$ cat config.mk
export PLATFORM = sky130hd
export DESIGN_NAME = sync_fifo_param
export DESIGN_NICKNAME = d
export VERILOG_FILES = /design/src/rtl/sync_fifo_pkg.sv /design/src/rtl/sync_fifo_ram.sv /design/src/rtl/sync_fifo_param.sv
export SDC_FILE = /design/constraint.sdc
export NUM_CORES = 1
export LEC_CHECK = 0
export CAP_MARGIN = 20
export CORE_MARGIN = 2
export CORE_UTILIZATION = 50
export DETAILED_ROUTE_END_ITERATION = 6
export PLACE_DENSITY = 0.68
export SLEW_MARGIN = 20
export SYNTH_ARGS = -nofsm -noshare
export SYNTH_HDL_FRONTEND = slang
export SYNTH_SLANG_ARGS = --single-unit
$ cat constraint.sdc
create_clock -name clk -period 4.4 [get_ports clk]
set_clock_uncertainty 0.05 [all_clocks]
set_input_delay 0.44 -clock clk [delete_from_list [all_inputs] [get_ports clk]]
set_output_delay 0.44 -clock clk [all_outputs]
set_load 0.02 [all_outputs]
$ cat src/rtl/sync_fifo_pkg.sv
// sync_fifo_pkg: shared helpers for sync_fifo_param.
//   log2_f     - constant ceil(log2) used to derive the pointer width AW
//   is_pow2    - power-of-two test
//   params_ok  - parameter legality check evaluated at elaboration time
package sync_fifo_pkg;

   function automatic int unsigned log2_f(input int unsigned v);
      int unsigned r;
      r = 0;
      for (int i = 0; i < 32; i++)
         if ((32'd1 << i) < v) r = i + 1;
      return r;
   endfunction

   function automatic bit is_pow2(input int unsigned v);
      return (v != 0) && ((v & (v - 1)) == 0);
   endfunction

   function automatic bit params_ok(input int unsigned dw, input int unsigned depth,
                                    input int unsigned af, input int unsigned ae);
      return (dw >= 1) && (depth >= 4) && is_pow2(depth) &&
             (af >= 1) && (af <= depth) && (ae <= depth - 1);
   endfunction

endpackage

$ cat src/rtl/sync_fifo_ram.sv
// sync_fifo_ram: simple dual-port storage, DEPTH x DATA_W.
//   Synchronous write; registered read with read enable. The read register
//   (rdata_o) is reset to 0 and holds its value when re_i is low.
// Ports:
//   clk, rst          clock, synchronous active-high reset (read register only)
//   we_i/waddr_i/wdata_i   write port
//   re_i/raddr_i           read port
//   rdata_o                registered read data
module sync_fifo_ram #(
   parameter int DATA_W = 8,
   parameter int DEPTH  = 16,
   parameter int AW     = 4
) (
   input  logic              clk,
   input  logic              rst,
   input  logic              we_i,
   input  logic [AW-1:0]     waddr_i,
   input  logic [DATA_W-1:0] wdata_i,
   input  logic              re_i,
   input  logic [AW-1:0]     raddr_i,
   output logic [DATA_W-1:0] rdata_o
);

   logic [DATA_W-1:0] mem_q [DEPTH];
   logic [DATA_W-1:0] rdata_q;

   // Storage contents are don't-care after reset, so no reset on the array.
   always_ff @(posedge clk) begin
      if (we_i) mem_q[waddr_i] <= wdata_i;
   end

   always_ff @(posedge clk) begin
      if (rst)       rdata_q <= '0;
      else if (re_i) rdata_q <= mem_q[raddr_i];
   end

   assign rdata_o = rdata_q;

endmodule

$ cat src/rtl/sync_fifo_param.sv
// sync_fifo_param: parametrised single-clock FIFO.
//   Pointers are AW+1 bits (MSB = wrap bit); count = wptr - rptr, registered.
//   Status flags decode the registered count only. Reads have one cycle of
//   latency: rdata/rvalid appear in the cycle after an accepted rd_en.
// Ports:
//   clk, rst            clock, synchronous active-high reset
//   wr_en, wdata        write request / data
//   rd_en               read request
//   rdata, rvalid       registered read data, one-cycle valid pulse
//   full, empty, almost_full, almost_empty, count   occupancy status
//   err_clr, overflow, underflow                     sticky error flags
// Build option: define SYNC_FIFO_ERR_FLAGS_EN to enable overflow/underflow;
//   otherwise they read 0 and err_clr is ignored.
module sync_fifo_param
   import sync_fifo_pkg::*;
#(
   parameter  int DATA_W   = 8,
   parameter  int DEPTH    = 16,
   parameter  int AF_LEVEL = DEPTH - 2,
   parameter  int AE_LEVEL = 2,
   localparam int AW       = log2_f(DEPTH)
) (
   input  logic              clk,
   input  logic              rst,
   input  logic              wr_en,
   input  logic [DATA_W-1:0] wdata,
   input  logic              rd_en,
   output logic [DATA_W-1:0] rdata,
   output logic              rvalid,
   output logic              full,
   output logic              empty,
   output logic              almost_full,
   output logic              almost_empty,
   output logic [AW:0]       count,
   input  logic              err_clr,
   output logic              overflow,
   output logic              underflow
);

   generate
      if (!params_ok(DATA_W, DEPTH, AF_LEVEL, AE_LEVEL)) begin : g_bad_params
         $error("sync_fifo_param: illegal DATA_W/DEPTH/AF_LEVEL/AE_LEVEL");
      end
   endgenerate

   localparam int          DEPTH_I = DEPTH;
   localparam int          AF_I    = AF_LEVEL;
   localparam int          AE_I    = AE_LEVEL;
   localparam logic [AW:0] DEPTH_C = DEPTH_I[AW:0];
   localparam logic [AW:0] AF_C    = AF_I[AW:0];
   localparam logic [AW:0] AE_C    = AE_I[AW:0];

   logic [AW:0] wptr_q, wptr_d, rptr_q, rptr_d, count_q, count_d;
   logic        rvalid_q;
   logic        wr_acc, rd_acc;

   assign full         = (count_q == DEPTH_C);
   assign empty        = (count_q == '0);
   assign almost_full  = (count_q >= AF_C);
   assign almost_empty = (count_q <= AE_C);
   assign count        = count_q;
   assign rvalid       = rvalid_q;

   // full/empty gate the requests, so rejected strobes never move state.
   assign wr_acc = wr_en & ~full;
   assign rd_acc = rd_en & ~empty;

   always_comb begin
      wptr_d  = wptr_q + {{AW{1'b0}}, wr_acc};
      rptr_d  = rptr_q + {{AW{1'b0}}, rd_acc};
      // Modulo-2^(AW+1) difference; natural rollover handles wrap.
      count_d = wptr_d - rptr_d;
   end

   always_ff @(posedge clk) begin
      if (rst) begin
         wptr_q   <= '0;
         rptr_q   <= '0;
         count_q  <= '0;
         rvalid_q <= 1'b0;
      end else begin
         wptr_q   <= wptr_d;
         rptr_q   <= rptr_d;
         count_q  <= count_d;
         rvalid_q <= rd_acc;
      end
   end

   sync_fifo_ram #(
      .DATA_W (DATA_W),
      .DEPTH  (DEPTH),
      .AW     (AW)
   ) u_ram (
      .clk     (clk),
      .rst     (rst),
      .we_i    (wr_acc),
      .waddr_i (wptr_q[AW-1:0]),
      .wdata_i (wdata),
      .re_i    (rd_acc),
      .raddr_i (rptr_q[AW-1:0]),
      .rdata_o (rdata)
   );

`ifdef SYNC_FIFO_ERR_FLAGS_EN
   logic ovf_q, ovf_d, udf_q, udf_d;

   // Clear then set, so a new error in the clearing cycle is retained.
   always_comb begin
      ovf_d = (ovf_q & ~err_clr) | (wr_en & full);
      udf_d = (udf_q & ~err_clr) | (rd_en & empty);
   end

   always_ff @(posedge clk) begin
      if (rst) begin
         ovf_q <= 1'b0;
         udf_q <= 1'b0;
      end else begin
         ovf_q <= ovf_d;
         udf_q <= udf_d;
      end
   end

   assign overflow  = ovf_q;
   assign underflow = udf_q;
`else
   logic unused_err_clr;
   assign unused_err_clr = err_clr;
   assign overflow       = 1'b0;
   assign underflow      = 1'b0;
`endif

endmodule
==> qor.yml <==
numClockSinks: 152
switching_share: 0.2677
total_power_mw: 4.006
boundaryPins: 33
die_h_um: 114.4
drt_iter0_drc: 201
hold_viol: 0
slowest_stage: "o31ai_4"
insertedDiodeCount: 0
cts_tree: "built"
synth_top_cell_by_area: "edfxtp_1"
fp.coreArea_um2: 11960
min_path_type: "reg2reg"
p_leak_nw: 2.254
routed_via_density: 5.700
nNetsFinal: 375
h-tree-depth: 4
synthArstFlopShare: 0
crit_path_start: "count[1]$_SDFF_PP0_"
max_freq_ghz: 0.3205
postCtsSetupBuffers: 0
p_per_area_nw_per_um2: 568.7
fillers: 874
cp_data_arrival_time_ns: 3.41
die_w_um: 114.4
tightest_slew_ns: 0.9771
rsz0062_at_grt: "no"
synth_warnings: 0
drive_gt1_frac: 0.2186
period_needed_ns: 3.120
r2r_start: "count[1]$_SDFF_PP0_"
synth_area_per_cell_um2: 19.22
gp_congestion: 0.7017
drc: 0
p_sw_mw: 1.072
relSlewSlack: 0.3462
mappedNetlistArea_um2: 6092
slew_viol_final: 0
synth_top_area_frac: 0.6309
ant_nets: 0
p_int_mw: 2.933
setup_viol: 0
grt_max_degree: 33
power_frac_comb: 0.229
synth_cells: 317
clkSlewWorstSetupHoldPaths_ns: 0.06
cts_hold_buf: 0
insertion_delay_ns: 0.41
die_area_um2: 13080
routed_wl_um: 11350
clockPowerShare: 0.342
startpoint_type: "flop"
ir_worst_vdd_v: 0.0002820
cts-resized-gates: 0
place_area_um2: 6481
yosysSeqAreaShare: 0.7098
grt_pass1_wl_um: 17120
synth_edf_count: 128
num_rows: 40
cpLargestDelayFamily: "adder cells"
seqPwrFrac: 0.429
cts-buffers-inserted: 17
wl_per_cell_um: 22.12
first_pass_iters: 4
path_buf_inv: 2
overflow: 0
criticalPathCategory: "reg2reg"
start_util: 0.5093
cts-root-buf: "clkbuf_16"
final_area_um2: 7043
drv_cap: 0
crit_path_max_incr_delay_ns: 0.51
synth_cell_types: 36
synthFlopType: "edfxtp_1"
status: "finished clean"
cp-end-kind: "flop"
grtUsageTotal: 0.1882
hold_start: "u_ram.rdata_o[0]$_SDFFE_PP0P_"
cp_data_required_time_ns: 4.69
portBuffers: 29
synthTopCellsByArea: "edfxtp_1 63%, mux4_2 11%, dfxtp_1 7.9%, mux2i_1 2.6%, o221ai_2 2.0%"
antenna_found_initial: 0
grt_pass1_vias: 2992
cts_max_path_buffers: 2
crit_chain: "or3_4 -> o31ai_4 -> inv_1 -> ha_1 -> ha_1 -> inv_1 -> fa_1 -> a21o_1 -> a21oi_1 -> xnor3_1 -> nor2_1"
cp_max_fo: 12
fin_crit_sh: 0.7092
synth_seq_cells: 152
dp_hpwl_um: 6888
vias: 2924
final.setup.tns_ns: 0
area_delta_synth_final_pct: 15.61
cell usage after synthesis (2+ instances only):
cell / n
mux4_2: 31
edfxtp_1: 128
buf_4: 4
nand3b_1: 10
nand2b_1: 2
nor2b_1: 6
xnor2_1: 3
buf_6: 2
dfxtp_1: 24
nand3_1: 6
nor3_1: 7
inv_1: 6
nand2_1: 2
o221ai_2: 8
buf_2: 6
or3b_2: 2
xor2_1: 4
buf_12: 2
clkbuf_1: 4
nor2_1: 22
mux2i_1: 16
ha_1: 8
sequential cells by signal, summed over array words and instances, names as in the netlist:
register / cells
u_ram.mem_q: 128
u_ram.rdata_o: 8
count: 5
rptr_q: 5
wptr_q: 5
rvalid: 1
cells in the final DEF (no fill, tap or decap), types with 2 or more instances in the layout:
master             n
buf_4              5
bufinv_16          2
clkbuf_1           2
clkbuf_16         17
clkdlybuf4s50_1   29
clkinv_1           2
clkinv_2           4
clkinv_4           2
clkinvlp_4         2
conb_1             2
dfxtp_1           23
edfxtp_1         128
ha_1               8
inv_1              6
mux2i_1           16
mux4_2            31
nand2_1            2
nand2b_1           2
nand3_1            6
nand3b_1          10
nor2_1            22
nor2b_1            6
nor3_1             5
nor3_2             2
o221ai_2           8
or3b_2             2
xnor2_1            3
xor2_1             4
worst reg2reg max path, stage by stage, from the launching register on:
cell and delay (ns):
dfxtp_1 0.33, or3_4 0.43, o31ai_4 0.51, inv_1 0.11, ha_1 0.22, ha_1 0.27
inv_1 0.07, fa_1 0.43, a21o_1 0.19, a21oi_1 0.15, xnor3_1 0.22, nor2_1 0.08
cell families after synthesis:
group / share of synthesized area
other: 0.0006156
AND/OR/NAND/NOR: 0.05299
XOR/XNOR: 0.01376
multiplexers: 0.1452
buffers and inverters: 0.02629
AO/OA/AOI/OAI: 0.03163
flip-flops: 0.7098
adder cells (fa/ha/maj): 0.01972
power by group through the flow:
stage / clock, mW / sequential (mW) / combinational (mW)
after floorplan: 0 / 1.78 / 0.657
after global placement: 0 / 1.74 / 0.922
after detailed placement: 0 / 1.75 / 0.927
after CTS: 1.40 / 1.72 / 0.932
after global routing: 1.46 / 1.73 / 0.999
final: 1.37 / 1.72 / 0.917
path summary, 6_finish.rpt:
path | endpoint | slack, ns | cells past startpoint
max reg2reg | count[4]$_SDFF_PP0_ | 1.28 | 11
max | count[4]$_SDFF_PP0_ | 1.28 | 11
min | u_ram.rdata_o[0]$_SDFFE_PP0P_ | 0.48 | 2
min reg2reg | u_ram.rdata_o[0]$_SDFFE_PP0P_ | 0.48 | 2
area by class of cell:
type	instances	area [um^2]	share of cell area
Clock buffer	19	432.9	0.06147
Clock inverter	13	128.9	0.01830
Inverter	6	22.52	0.003198
Multi-Input combinational cell	142	1622	0.2302
Sequential cell	152	4325	0.6141
Tap cell	147	183.9	0.02611
Timing Repair Buffer	34	327.8	0.04654
routing by layer:
layer,share of wire,track usage,vias up
met5,0,0,-
met3,0.049,0.04288,13
met2,0.51,0.3112,85
met1,0.43,0.2417,1490
met4,0.015,0.07805,0
li1,-,-,1336
stage by stage:
step / hold WS, ns / setup slack [ns] / instances / util
floorplan: 0.4231 / 1.497 / 318 / -
global placement: 0.4490 / 1.324 / 481 / 0.5418
detailed placement: 0.4571 / 1.289 / 481 / 0.5418
CTS: 0.4873 / 1.266 / 513 / 0.5888
global route: 0.5054 / 1.101 / 513 / 0.5888
finish: 0.4827 / 1.280 / 513 / 0.5888
No activity file was read; power rests on OpenSTA's default activity.
